==> config.mk <==
export PLATFORM = sky130hd
export DESIGN_NAME = mem_wb_pipe
export DESIGN_NICKNAME = d
export VERILOG_FILES = /design/src/rtl/mem_wb_pipe_pkg.sv /design/src/rtl/pipe_skid_buf.sv /design/src/rtl/mem_wb_pipe.sv
export SDC_FILE = /design/constraint.sdc
export NUM_CORES = 1
export LEC_CHECK = 0
export ABC_AREA = 1
export CAP_MARGIN = 20
export CELL_PAD_IN_SITES_DETAIL_PLACEMENT = 0
export CELL_PAD_IN_SITES_GLOBAL_PLACEMENT = 2
export CORE_AREA = 2 2 131 133
export CTS_BUF_LIST = sky130_fd_sc_hd__clkbuf_8
export CTS_CLUSTER_SIZE = 40
export DETAILED_ROUTE_END_ITERATION = 7
export DIE_AREA = 0 0 133 135
export HOLD_SLACK_MARGIN = 0.12
export MAX_ROUTING_LAYER = met4
export PLACE_DENSITY_LB_ADDON = 0.1
export SLEW_MARGIN = 20
export SYNTH_ARGS = -nofsm -noshare
export SYNTH_HDL_FRONTEND = slang
export SYNTH_SLANG_ARGS = --single-unit
==> constraint.sdc <==
create_clock -name Clk -period 3.7 [get_ports Clk]
set_input_delay 0.555 -clock Clk [delete_from_list [all_inputs] [get_ports Clk]]
set_output_delay 0.555 -clock Clk [all_outputs]
set_load 0.01 [all_outputs]
==> src/rtl/mem_wb_pipe_pkg.sv <==
// Shared definitions for the MEM/WB stage: default widths and the packed
// pipeline entry type that neighbouring stages also use.
package mem_wb_pipe_pkg;

   localparam int DATA_W_DEF = 16;
   localparam int IDX_W_DEF  = 4;

   typedef struct packed {
      logic                  reg_write;
      logic                  memto_reg;
      logic [DATA_W_DEF-1:0] data_out;
      logic [DATA_W_DEF-1:0] result;
      logic [IDX_W_DEF-1:0]  reg_write_index;
   } mem_wb_entry_t;

   // Payload width of an entry for non-default widths (same field order as mem_wb_entry_t)
   function automatic int entry_width(input int data_w, input int idx_w);
      return 2 * data_w + idx_w + 2;
   endfunction

endpackage

==> src/rtl/pipe_skid_buf.sv <==
// Generic valid/ready pipeline register. SKID=1 adds a second entry so that
// o_ready is registered; SKID=0 is a single register with combinational ready.
module pipe_skid_buf #(
   parameter int WIDTH = 8,
   parameter bit SKID  = 1'b1
) (
   input  logic             i_clk,
   input  logic             i_rst_n,
   input  logic             i_flush,
   input  logic             i_valid,
   output logic             o_ready,
   input  logic [WIDTH-1:0] i_data,
   output logic             o_valid,
   input  logic             i_ready,
   output logic [WIDTH-1:0] o_data
);

   logic             r_main_valid;
   logic [WIDTH-1:0] r_main_data;
   logic             w_acc_in;
   logic             w_acc_out;

   assign w_acc_in  = i_valid & o_ready;
   assign w_acc_out = r_main_valid & i_ready;
   assign o_valid   = r_main_valid;
   assign o_data    = r_main_data;

   if (SKID) begin : g_skid
      logic             r_skid_valid;
      logic [WIDTH-1:0] r_skid_data;

      assign o_ready = ~r_skid_valid;

      // NOTE: data registers are reset too so the outputs come out of reset at a known 0.
      always_ff @(posedge i_clk or negedge i_rst_n) begin
         if (!i_rst_n) begin
            r_main_valid <= 1'b0;
            r_main_data  <= '0;
            r_skid_valid <= 1'b0;
            r_skid_data  <= '0;
         end else if (i_flush) begin
            r_main_valid <= 1'b0;
            r_skid_valid <= 1'b0;
         end else if (w_acc_out && r_skid_valid) begin
            // Skid is always the younger entry; o_ready=0 here so no input competes
            r_main_data  <= r_skid_data;
            r_skid_valid <= 1'b0;
         end else if (w_acc_in && (!r_main_valid || w_acc_out)) begin
            r_main_valid <= 1'b1;
            r_main_data  <= i_data;
         end else if (w_acc_in) begin
            r_skid_valid <= 1'b1;
            r_skid_data  <= i_data;
         end else if (w_acc_out) begin
            r_main_valid <= 1'b0;
         end
      end
   end else begin : g_single
      assign o_ready = ~r_main_valid | i_ready;

      always_ff @(posedge i_clk or negedge i_rst_n) begin
         if (!i_rst_n) begin
            r_main_valid <= 1'b0;
            r_main_data  <= '0;
         end else if (i_flush) begin
            r_main_valid <= 1'b0;
         end else if (w_acc_in) begin
            r_main_valid <= 1'b1;
            r_main_data  <= i_data;
         end else if (w_acc_out) begin
            r_main_valid <= 1'b0;
         end
      end
   end

endmodule

==> src/rtl/mem_wb_pipe.sv <==
// MEM/WB pipeline stage: skid-buffered entry register, write-back data select,
// bubble gating of the register write and a saturating retired-write counter.
module mem_wb_pipe
   import mem_wb_pipe_pkg::*;
#(
   parameter int DATA_W = DATA_W_DEF,
   parameter int IDX_W  = IDX_W_DEF,
   parameter bit SKID   = 1'b1,
   parameter int CNT_W  = 16
) (
   input  logic              Clk,
   input  logic              Rst,
   input  logic              Flush,
   input  logic              Valid2,
   output logic              Ready2,
   input  logic              RegWrite2,
   input  logic              MemotoReg2,
   input  logic [DATA_W-1:0] DataOut2,
   input  logic [DATA_W-1:0] Result2,
   input  logic [IDX_W-1:0]  RegWriteIndex2,
   output logic              Valid3,
   input  logic              Ready3,
   output logic              RegWrite3,
   output logic              MemotoReg3,
   output logic [DATA_W-1:0] DataOut3,
   output logic [DATA_W-1:0] Result3,
   output logic [IDX_W-1:0]  RegWriteIndex3,
   output logic [DATA_W-1:0] WbData3,
   output logic [CNT_W-1:0]  RetireCount
);

   localparam int ENTRY_W = entry_width(DATA_W, IDX_W);

   logic [ENTRY_W-1:0] w_entry_in;
   logic [ENTRY_W-1:0] w_entry_out;
   logic               w_reg_write;
   logic               w_retire;
   logic [CNT_W-1:0]   r_retire_cnt;

   assign w_entry_in = {RegWrite2, MemotoReg2, DataOut2, Result2, RegWriteIndex2};

   pipe_skid_buf #(
      .WIDTH (ENTRY_W),
      .SKID  (SKID)
   ) u_buf (
      .i_clk   (Clk),
      .i_rst_n (Rst),
      .i_flush (Flush),
      .i_valid (Valid2),
      .o_ready (Ready2),
      .i_data  (w_entry_in),
      .o_valid (Valid3),
      .i_ready (Ready3),
      .o_data  (w_entry_out)
   );

   assign {w_reg_write, MemotoReg3, DataOut3, Result3, RegWriteIndex3} = w_entry_out;

   // Stale data left behind by a flush or drain is made inert here
   assign RegWrite3 = w_reg_write & Valid3;
   assign WbData3   = MemotoReg3 ? DataOut3 : Result3;
   assign w_retire  = Valid3 & Ready3 & RegWrite3;

   // NOTE: state updates use non-blocking assignments so every flop samples pre-edge values.
   always_ff @(posedge Clk or negedge Rst) begin
      if (!Rst) begin
         r_retire_cnt <= '0;
      end else if (w_retire && (r_retire_cnt != {CNT_W{1'b1}})) begin
         r_retire_cnt <= r_retire_cnt + 1'b1;
      end
   end

   assign RetireCount = r_retire_cnt;

endmodule

==> parameters.txt, run 1 <==
Parameter                              Value

STA
  Final worst path period need ... 2.79 ns
  Worst slew slack as a fraction of its limit ... 36.1%
  Final slew viol count ... 0
  Highest attainable clock frequency ... roughly 360 MHz
  Slew at the pin closest to its max-slew limit ... 0.958 ns
  Total setup violations reported at the end of the flow ... 0
  Post-route clock period utilization ... 75.3%
  Final Hold Vio Count ... 0
  Setup repair after global routing missed its margin ... no
  Final critical-path setup slack ... 0.915 ns
  Setup skew after layout ... 0.00867 ns
  Total negative slack ... 0 ns

Floorplan
  Die Wd ... ~130 microns
  CORE AREA ... ~16000 sq um
  Initial Util ... 29.9%
  Die extent in y ... 135 microns
  Number of placement rows ... 47
  Ports placed on the boundary ... 115
  Die Footprint ... 18000 sq um

Worst hold path
  Classification of the worst-slack hold path ... input port to async pin

Logic synthesis
  Post-Syn Nets ... 688
  Syn Std Cell Area ... 4900 sq um
  Flip-flop and latch count after synthesis ... 94
  Average cell area after synthesis ... 7.61 sq um
  Count of yosys warnings during synthesis ... 0
  Cell variety after synth ... 21
  Share of synthesized area occupied by flip-flops and latches ... 48.0%
  Gate count of the mapped netlist ... 644

Placed design
  Port Buf Inserts ... 114
  Post-placement setup slack ... 1.13 ns
  Post-detailed-placement half-perimeter wirelength ... about 9300 microns
  Placed insts ... roughly 900
  Final weighted congestion in routability-driven placement ... 0.742

Pwr
  Fraction of power spent switching nets ... 33.5%
  Clock power share ... 22.0%
  Switching power total ... 0.983 mW
  P_leak ... 2.80 nW
  Power share of the combinational group ... 29.1%
  Power, Total ... between 2 and 3 mW
  Power density of the placed cells ... 482 nW/um^2
  Int Power ... approximately 2.0 mW
  Maximum resistive drop on vdd ... 0.171 mV
  Sequential group share of total power ... between 40% and 50%

Route
  Mean routed wirelength per cell ... around 14 microns
  Final ANT Viol Nets ... 0
  Vias ... 4079
  Detailed Route Iter0 Violations ... 191
  Per-cell via count in the routed design ... 4.36
  Final routed wirelength across all metal layers ... 13200 microns
  Number of iterations in the first detailed-routing pass ... 4
  Number of remaining DRC errors ... 0

Critical path
  Cell at the slowest stage of the critical path ... dfrtp_1
  Peak fanout along the critical path ... 34
  Arrival time reported for the critical path endpoint ... between 2 and 2.5 ns
  Category of the most critical setup path ... flop to output pin
  Slowest Stage Delay on Critical Path ... 0.98 ns
  Ordered list of cells on the worst path ... nand2_1, o21ai_0, clkdlybuf4s50_1
  Required time at the worst-slack endpoint ... 3.14 ns
  Kind of launch point of the worst setup path ... flop
  Capturing element type of the critical path ... output pin

GRT
  Global-route met1 utilization ... 21.4%
  Initial antenna violation count ... 0
  Pin count of the biggest net entering global routing ... 78
  GRT Util Overall ... 16.0%
  GRT met3 Usage ... 2.48%
  Met2 track utilization from global routing ... 24.8%
  Total global routing overflow ... 0
  Routing layer with the top usage in global route ... met2
  Number of global-route vias before repair ... 4055
  First-pass GRT wire length ... 21800 microns

Final layout
  Final core utilization ... 37.1%
  Area taken by flip-flops and latches ... about 2400 sq um
  Final standard cell count with taps included and fillers excluded ... 935
  Layout Nets ... 754
  Most frequent standard cell in the layout excluding fill and tap cells ... nand2_1
  Filler Cell Count ... around 1.7k
  Fraction of layout cells with a size suffix above 1 ... 4.34%
  Footprint of the multi-input gates ... 1740 sq um
  Antenna diode instance count ... 0
  Layout overhead on the synthesized area ... 24.2%
  Commonest cells after routing, fill and taps aside ... 210 x nand2_1, 113 x clkdlybuf4s50_1, 102 x o21ai_0

CTS
  Quantity of hold-fixing buffers added after cts ... 0
  Post_cts resized ... 0
  H-Tree Level Count ... 3
  Buffers inserted by post-CTS timing repair ... 0
  Clock net sink count ... 94
  Max Buffers Root-to-Sink ... 2
  TritonCTS clock tree ... done
  Clock input transition at the sequential cells of the worst setup and hold paths ... about 0.090 ns
  Skew-Pair Late Insertion Delay ... about 0.38 ns
  Number of buffers created by CTS ... 9
  Root cell of the clock tree ... clkbuf_8

Run status
  Status ... complete, no violations

Flow run
  Total of max-cap violations ... 0
==> cell type report <==
class | count | share of cell area, %
sequential | 94 | 38.6
multi-input combinational | 392 | 28.6
timing repair buffer | 120 | 19.6
inverter | 93 | 5.73
tap | 220 | 4.52
clock buffer | 10 | 2.26
clock inverter | 6 | 0.616
==> power by group through the flow <==
stage,Combinational [mW],Clock (mW),Sequential [mW]
floorplan,0.516,0,1.40
global placement,0.855,0,1.46
detailed placement,0.865,0,1.46
CTS,0.869,0.680,1.44
global route,0.965,0.714,1.48
finish,0.853,0.645,1.44
==> cells in the mapped netlist <==
| master | instances | share of area (%) |
|---|---|---|
| xor2_1 | 2 | 0.36 |
| buf_2 | 2 | 0.20 |
| nand2_1 | 210 | 16 |
| nand4_1 | 5 | 0.64 |
| buf_1 | 2 | 0.15 |
| ha_1 | 1 | 0.26 |
| o21ai_2 | 1 | 0.18 |
| buf_6 | 10 | 2.3 |
| xnor2_1 | 5 | 0.89 |
| buf_4 | 40 | 6.1 |
| dfrtp_1 | 94 | 48 |
| o211ai_1 | 1 | 0.15 |
| nor2_1 | 19 | 1.5 |
| nand3_1 | 8 | 0.82 |
| nand3_2 | 1 | 0.20 |
| clkbuf_1 | 11 | 0.84 |
| o21ai_0 | 102 | 10 |
| nor2_2 | 3 | 0.38 |
| inv_2 | 2 | 0.15 |
| inv_1 | 91 | 7.0 |
| o21ai_1 | 34 | 3.5 |
==> cell families (layout without fill, tap and decap cells) <==
| group | count (synthesis) | count (layout) | share of synthesized area [%] |
|---|---|---|---|
| flip-flops | 94 | 94 | 48.0 |
| buffers and inverters | 158 | 229 | 16.7 |
| adder cells (fa/ha/maj) | 1 | 1 | 0.255 |
| AO/OA/AOI/OAI | 138 | 138 | 14.2 |
| AND/OR/NAND/NOR | 246 | 246 | 19.6 |
| XOR/XNOR | 7 | 7 | 1.25 |
==> registers in the layout, summed over array words and instances, names as in the netlist <==
signal,flops
RetireCount,16
u_buf.g_skid.r_skid_data,38
u_buf.o_data,38
u_buf.g_skid.r_skid_valid,1
u_buf.o_valid,1
==> worst max-delay path, delay by kind of cell (launching register included) <==
family,cells,cell delay (ns)
DFF,1,0.98
buffers and inverters,1,0.61
AOI/OAI and AO/OA,1,0.18
and+or+nand+nor,1,0.10
==> per-stage QoR <==
stage | hold WS (ns) | area [sq um]
3_3_place_gp | 0.465 | 5920
5_1_grt | 0.400 | 6090
2_1_floorplan | 0.259 | 4900
4_1_cts | 0.356 | 6090
6_report | 0.310 | 6090
3_5_place_dp | 0.473 | 5920
==> per-layer routing <==
layer | share of wire [%] | wire length, microns
met5 | 0 | 0
met4 | 1.6 | 206
met3 | 3.9 | 517
met2 | 45 | 5960
met1 | 49 | 6510
==> path summary, 6_finish.rpt <==
check	from	end	slack [ns]	depth (start not counted)
max reg2reg	u_buf.g_skid.r_skid_valid	u_buf.g_skid.r_skid_data[16]	1.71	6
min	Rst	u_buf.o_data[13]	0.31	1
max in group asynchronous	Rst	u_buf.o_data[5]	2.53	2
min reg2reg	u_buf.g_skid.r_skid_data[33]	u_buf.g_skid.r_skid_data[33]	0.49	2
min in group Clk	u_buf.g_skid.r_skid_data[33]	u_buf.g_skid.r_skid_data[33]	0.49	2
max	u_buf.o_data[36]	WbData3[0]	0.91	3
No activity file was read; power rests on OpenSTA's default activity.
==> run 2: changes to the inputs <==
--- a/config.mk
+++ b/config.mk
@@ -9,11 +9,11 @@
 export CAP_MARGIN = 20
 export CELL_PAD_IN_SITES_DETAIL_PLACEMENT = 0
 export CELL_PAD_IN_SITES_GLOBAL_PLACEMENT = 2
-export CORE_AREA = 2 2 131 133
+export CORE_AREA = 2 2 134 136
 export CTS_BUF_LIST = sky130_fd_sc_hd__clkbuf_8
 export CTS_CLUSTER_SIZE = 40
 export DETAILED_ROUTE_END_ITERATION = 7
-export DIE_AREA = 0 0 133 135
+export DIE_AREA = 0 0 136 138
 export HOLD_SLACK_MARGIN = 0.12
 export MAX_ROUTING_LAYER = met4
 export PLACE_DENSITY_LB_ADDON = 0.1
==> constraint.sdc (replaced) <==
create_clock -name Clk -period 2.89 [get_ports Clk]
set_input_delay 0.4335 -clock Clk [delete_from_list [all_inputs] [get_ports Clk]]
set_output_delay 0.4335 -clock Clk [all_outputs]
set_load 0.01 [all_outputs]
==> run 2 against run 1 <==
Non-clock buffer count up 3. Clock-buffer cell count down 1. Die area grew 4.5%. Utilization fell by 1.8 points. Flip-flop and latch count is the same.
==> parameters.txt, run 2 (synthesis results as in run 1) <==
Parameter                              Value

Critical path
  Required time at the worst-slack endpoint ... 2.46 ns (-0.68 ns)
  Arrival time reported for the critical path endpoint ... 1.87 ns (-0.36 ns)
  Worst setup endpoint ... WbData3[11]
  Worst setup path start ... u_buf.o_data[36]
  Setup slack of the worst register-to-register path ... 0.98 ns (-0.73 ns)
  Peak fanout along the critical path ... 21 (-38%)
  Kind of launch point of the worst setup path ... flop
  Endpoint of the most critical register-to-register path ... RetireCount[10]
  Critical R2R Launch ... RetireCount[0]
  Category of the most critical setup path ... flop to output pin
  Capturing element type of the critical path ... output pin
  Worst r2r path cells ... 7 (+1)

STA
  Slew at the pin closest to its max-slew limit ... 0.903 ns (-0.0553 ns)
  Worst hold slack ... 0.492 ns (+0.183 ns)
  Post-route clock period utilization ... 79.6%
  Final worst path period need ... 2.30 ns
  Highest attainable clock frequency ... approximately 430 MHz
  Final slew viol count ... 0 (unchanged)
  Total setup violations reported at the end of the flow ... 0 (unchanged)
  Total negative slack ... 0 ns (unchanged)
  Final Hold Vio Count ... 0 (unchanged)
  Worst slew slack as a fraction of its limit ... 39.6% (+3.5 points)
  Setup repair after global routing missed its margin ... no
  Setup skew after layout ... 0.00849 ns (-0.000181 ns)
  Final critical-path setup slack ... 0.588 ns (-0.327 ns)

Final layout
  Commonest cells after routing, fill and taps aside ... 210 x nand2_1, 113 x clkdlybuf4s50_1, 102 x o21ai_0
  Final core utilization ... 35.3% (-1.8 points)
  Most frequent standard cell in the layout excluding fill and tap cells ... nand2_1
  Final standard cell count with taps included and fillers excluded ... 947 (+1.3%)
  Antenna diode instance count ... 0 (unchanged)
  Total non-filler cell area in the finished layout ... 6190 sq um (+1.7%)
  Layout overhead on the synthesized area ... 26.3%
  Layout Nets ... 757 (+0.40%)
  Fraction of layout cells with a size suffix above 1 ... 4.18% (-0.16 points)

Placed design
  Final weighted congestion in routability-driven placement ... 0.755 (+1.8%)
  Post-placement setup slack ... 0.490 ns (-0.644 ns)
  Post-detailed-placement half-perimeter wirelength ... 9610 microns (+3.8%)
  Port Buf Inserts ... 114 (unchanged)
  Instance area at placement ... 5950 sq um (+0.66%)
  Placed insts ... 930 (+1.2%)

CTS
  Skew-Pair Late Insertion Delay ... 0.37 ns (about the same)
  Buffers inserted by post-CTS timing repair ... 0 (unchanged)
  TritonCTS clock tree ... done
  Post_cts resized ... 0 (unchanged)
  Number of buffers created by CTS ... 9 (unchanged)
  Clock input transition at the sequential cells of the worst setup and hold paths ... 0.09 ns (about the same)
  Root cell of the clock tree ... clkbuf_8
  Max Buffers Root-to-Sink ... 2 (unchanged)
  H-Tree Level Count ... 3 (unchanged)
  Clock net sink count ... 94 (unchanged)

Pwr
  Clock power share ... 26.4% (+4.4 points)
  Power density of the placed cells ... 645 nW/um^2 (+34%)
  Power, Total ... 4.00 mW (+36%)
  Switching power total ... 1.25 mW (+27%)
  Sequential group share of total power ... 45.4% (-3.5 points)
  P_leak ... 2.87 nW (+2.3%)
  Int Power ... 2.74 mW (+40%)
  Fraction of power spent switching nets ... 31.4% (-2.1 points)
  Maximum resistive drop on vdd ... 0.194 mV (+14%)
  Power share of the combinational group ... 28.2% (-0.9 points)

Floorplan
  Die Footprint ... 18800 sq um (+4.5%)
  Die extent in y ... 138 microns (+2.2%)
  Ports placed on the boundary ... 115 (unchanged)
  Number of placement rows ... 49 (+4.3%)
  CORE AREA ... 17500 sq um (+6.9%)
  Initial Util ... 28.0% (-1.9 points)
  Die Wd ... 136 microns (+2.3%)

Route
  Final routed wirelength across all metal layers ... 13300 microns (+0.91%)
  Mean routed wirelength per cell ... 14.1 microns (-0.37%)
  Detailed Route Iter0 Violations ... 192 (+0.52%)
  Number of iterations in the first detailed-routing pass ... 4 (unchanged)
  Number of remaining DRC errors ... 0 (unchanged)
  Per-cell via count in the routed design ... 4.37 (+0.21%)
  Final ANT Viol Nets ... 0 (unchanged)
  Vias ... 4140 (+1.5%)

GRT
  Pin count of the biggest net entering global routing ... 78 (unchanged)
  GRT Util Overall ... 15.1% (-0.96 points)
  Number of global-route vias before repair ... 3948 (-2.6%)
  Initial antenna violation count ... 0 (unchanged)
  First-pass GRT wire length ... 21500 microns (-1.1%)
  Total global routing overflow ... 0 (unchanged)

Worst hold path
  Classification of the worst-slack hold path ... flop to flop

Flow run
  Total of max-cap violations ... 0 (unchanged)

Run status
  Status ... complete, no violations
## run 2: timing repair
item / in CTS / in global routing
setup endpoints to repair: 0 / 0
hold endpoints to repair: 37 / 0
hold buffers: 1 / 0
## run 2: worst max-delay path, cell delays in order (launching register included)
cell,delay [ns]
dfrtp_1,0.40
buf_4,0.20
o21ai_0,0.29
clkdlybuf4s50_1,0.60
## run 2: area by class of cell
type	count	area, sq um
clock buffer	9	124
clock inverter	7	106
fill	1896	11300
inverter	93	349
multi-input combinational	392	1740
sequential	94	2350
tap	229	287
timing repair buffer	123	1230
## run 2: power by group through the flow
stage	sequential, mW	clock (mW)	combinational (mW)
after global placement	1.84	0	1.13
after global routing	1.86	1.14	1.27
final	1.81	1.05	1.13
after CTS	1.82	1.09	1.15
after detailed placement	1.85	0	1.15
after floorplan	1.79	0	0.660
## run 2: how the worst min path moves through the flow
stage,from,to,slack (ns),cells past startpoint
2_1_floorplan,Rst,RetireCount[0],0.14,0
3_3_place_gp,Rst,u_buf.g_skid.r_skid_data[13],0.46,1
3_5_place_dp,Rst,u_buf.g_skid.r_skid_data[13],0.45,1
4_1_cts,u_buf.g_skid.r_skid_data[32],u_buf.g_skid.r_skid_data[32],0.50,2
5_1_grt,u_buf.g_skid.r_skid_data[24],u_buf.g_skid.r_skid_data[24],0.51,2
6_report,u_buf.g_skid.r_skid_data[22],u_buf.g_skid.r_skid_data[22],0.49,2
## run 2: per-layer routing
layer  up-vias  share of wire (%)  routed length, microns  GRT usage [%]
met3        13                4.4                     582           2.53
met4         0                1.4                     189           4.93
met5         -                  0                       0              -
li1       2093                  -                       -              -
met1      1942                 49                    6530           20.5
met2        92                 45                    6010           22.8
==> run 3: changes to the inputs <==
==> constraint.sdc (replaced) <==
create_clock -name Clk -period 2.26 [get_ports Clk]
set_input_delay 0.339 -clock Clk [delete_from_list [all_inputs] [get_ports Clk]]
set_output_delay 0.339 -clock Clk [all_outputs]
set_load 0.01 [all_outputs]
==> run 3 against run 2 <==
Sequential power increased by 28%. Clock-buffer cell count increased by 1. Critical endpoint is now WbData3[12]. Design area up 0.28%. Hold slack gained 0.0013 ns. Non-clock buffer count rose by 5. Sequential share of layout area down 0.11 points.
==> parameters.txt, run 3 (synthesis results as in run 1) <==
Parameter                              Value

STA
  Setup repair after global routing missed its margin ... no
  Final critical-path setup slack ... 0.131 ns (-0.457 ns)
  Total negative slack ... 0 ns (unchanged)
  Final worst path period need ... 2.13 ns
  Final Hold Vio Count ... 0 (unchanged)
  Highest attainable clock frequency ... 470 MHz
  Worst slew slack as a fraction of its limit ... 60.1% (+21 points)
  Total setup violations reported at the end of the flow ... 0 (unchanged)
  Slew at the pin closest to its max-slew limit ... 0.598 ns (-0.304 ns)
  Final slew viol count ... 0 (unchanged)
  Post-route clock period utilization ... 94.2%
  Setup skew after layout ... 0.0121 ns (+0.00366 ns)

Critical path
  Cell at the slowest stage of the critical path ... clkdlybuf4s50_1
  Slowest Stage Delay on Critical Path ... 0.58 ns (-0.02 ns)
  Gate family responsible for the most delay along the worst path ... buffers and inverters
  Capturing element type of the critical path ... output pin
  Arrival time reported for the critical path endpoint ... 1.79 ns (-0.08 ns)
  Required time at the worst-slack endpoint ... 1.92 ns (-0.54 ns)
  Buffers plus inverters on the worst setup path ... 2 (unchanged)
  Category of the most critical setup path ... flop to output pin
  Ordered list of cells on the worst path ... buf_4, nand2_1, o21ai_0, clkdlybuf4s50_1
  Kind of launch point of the worst setup path ... flop
  Peak fanout along the critical path ... 13 (-38%)

Placed design
  Final weighted congestion in routability-driven placement ... 0.768 (+1.7%)
  Port Buf Inserts ... 114 (unchanged)
  Post-placement setup slack ... 0.247 ns (-0.243 ns)
  Post-detailed-placement half-perimeter wirelength ... 9830 microns (+2.2%)

CTS
  TritonCTS clock tree ... done
  Root cell of the clock tree ... clkbuf_8
  Clock net sink count ... 94 (unchanged)
  H-Tree Level Count ... 3 (unchanged)
  Skew-Pair Late Insertion Delay ... 0.37 ns (about the same)
  Max Buffers Root-to-Sink ... 2 (unchanged)
  Clock input transition at the sequential cells of the worst setup and hold paths ... 0.10 ns (about the same)
  Number of buffers created by CTS ... 9 (unchanged)

Final layout
  Filler Cell Count ... 1905 (+0.47%)
  Footprint of the multi-input gates ... 1740 sq um (unchanged)
  Area taken by flip-flops and latches ... 2350 sq um (unchanged)
  Most frequent standard cell in the layout excluding fill and tap cells ... nand2_1
  Antenna diode instance count ... 0 (unchanged)
  Fraction of layout cells with a size suffix above 1 ... 5.26% (+1.1 points)
  Layout overhead on the synthesized area ... 26.7%
  Layout Nets ... 762 (+0.66%)
  Commonest cells after routing, fill and taps aside ... 210 x nand2_1, 112 x clkdlybuf4s50_1, 99 x o21ai_0

Floorplan
  CORE AREA ... 17500 sq um (unchanged)
  Initial Util ... 28.0% (unchanged)
  Die Footprint ... 18800 sq um (unchanged)
  Number of placement rows ... 49 (unchanged)
  Die extent in y ... 138 microns (unchanged)
  Die Wd ... 136 microns (unchanged)
  Ports placed on the boundary ... 115 (unchanged)

GRT
  Total global routing overflow ... 0 (unchanged)
  GRT Util Overall ... 14.9% (-0.13 points)
  Pin count of the biggest net entering global routing ... 56 (-28%)
  First-pass GRT wire length ... 21200 microns (-1.6%)
  Initial antenna violation count ... 0 (unchanged)
  Number of global-route vias before repair ... 3836 (-2.8%)

Pwr
  Maximum resistive drop on vdd ... 0.303 mV (+56%)
  Power density of the placed cells ... 784 nW/um^2 (+22%)
  P_leak ... 2.87 nW (about the same)

Route
  Per-cell via count in the routed design ... 4.31 (-1.5%)
  Final ANT Viol Nets ... 0 (unchanged)
  Number of iterations in the first detailed-routing pass ... 6 (+2)
  Vias ... 4099 (-0.99%)
  Final routed wirelength across all metal layers ... 13300 microns (about the same)
  Number of remaining DRC errors ... 0 (unchanged)
  Mean routed wirelength per cell ... 14.0 microns (-0.59%)
  Detailed Route Iter0 Violations ... 211 (+9.9%)

Flow run
  Total of max-cap violations ... 0 (unchanged)

Worst hold path
  Classification of the worst-slack hold path ... flop to flop

Run status
  Status ... complete, no violations
run 3: cell count changes in the layout (fill, tap and decap cells not counted), sizes merged:
| cell | delta |
|---|---|
| clkbuf | +1 |
| bufinv | -3 |
| inv | -1 |
| clkinvlp | +3 |
| buf | +5 |
| dlymetal6s2s | +1 |
| clkdlybuf4s50 | -1 |
run 3: repair_timing:
item,in CTS,in global routing
setup buffers,0,1
gates resized for setup,0,4
endpoints found under the hold margin,40,0
hold buffers,1,0
setup endpoints to repair,0,6
run 3: worst reg2reg max path, cell delays in order, from the launching register on:
cell and delay, ns:
dfrtp_1 0.49, ha_1 0.33, inv_2 0.07, nor2_2 0.21, nand4_1 0.19, nand2_1 0.39
o21ai_0 0.15
run 3: power by group:
group          internal (mW)  total, mW  leakage, nW  switching [mW]
Clock                  0.437       1.09       0.0853           0.657
Sequential              2.04       2.32         1.19           0.284
Combinational          0.756       1.45         1.60           0.696
run 3: stage by stage:
| stage | hold WS [ns] | instance area (sq um) | power [mW] | utilization, % | instances |
|---|---|---|---|---|---|
| after detailed placement | 0.386 | 6010 | 3.83 | 34.3 | 934 |
| after CTS | 0.497 | 6200 | 4.95 | 35.4 | 951 |
| after global placement | 0.396 | 6010 | 3.81 | 34.3 | 934 |
| after global routing | 0.510 | 6210 | 5.24 | 35.4 | 952 |
| final | 0.494 | 6210 | 4.87 | 35.4 | 952 |
| after floorplan | 0.0434 | 4900 | 3.13 | - | 644 |
run 3: final timing paths:
| path | from | endpoint | slack (ns) | depth (start not counted) |
|---|---|---|---|---|
| setup / recovery | u_buf.o_data[36] | WbData3[12] | 0.13 | 4 |
| hold / removal | u_buf.g_skid.r_skid_data[18] | u_buf.g_skid.r_skid_data[18] | 0.49 | 2 |
| setup reg to reg | RetireCount[0] | RetireCount[2] | 0.29 | 6 |
| hold reg to reg | u_buf.g_skid.r_skid_data[18] | u_buf.g_skid.r_skid_data[18] | 0.49 | 2 |
| max in group asynchronous | Rst | RetireCount[2] | 1.11 | 3 |
| min in group asynchronous | Rst | u_buf.g_skid.r_skid_data[12] | 0.50 | 2 |
run 3: cell type report:
cell class	instances	area share [%]
clock buffer	10	2.22
clock inverter	6	0.725
inverter	93	5.62
multi-input combinational	392	28.1
sequential	94	37.9
tap	229	4.61
timing repair buffer	128	20.9
run 3: layer usage:
layer  up-vias  GRT usage, %  wire length (microns)
met4         0          4.93                    198
met5         -             -                      0
met2        86          21.8                   5890
met1      1887          20.9                   6630
li1       2112             -                      -
met3        14          2.68                    582
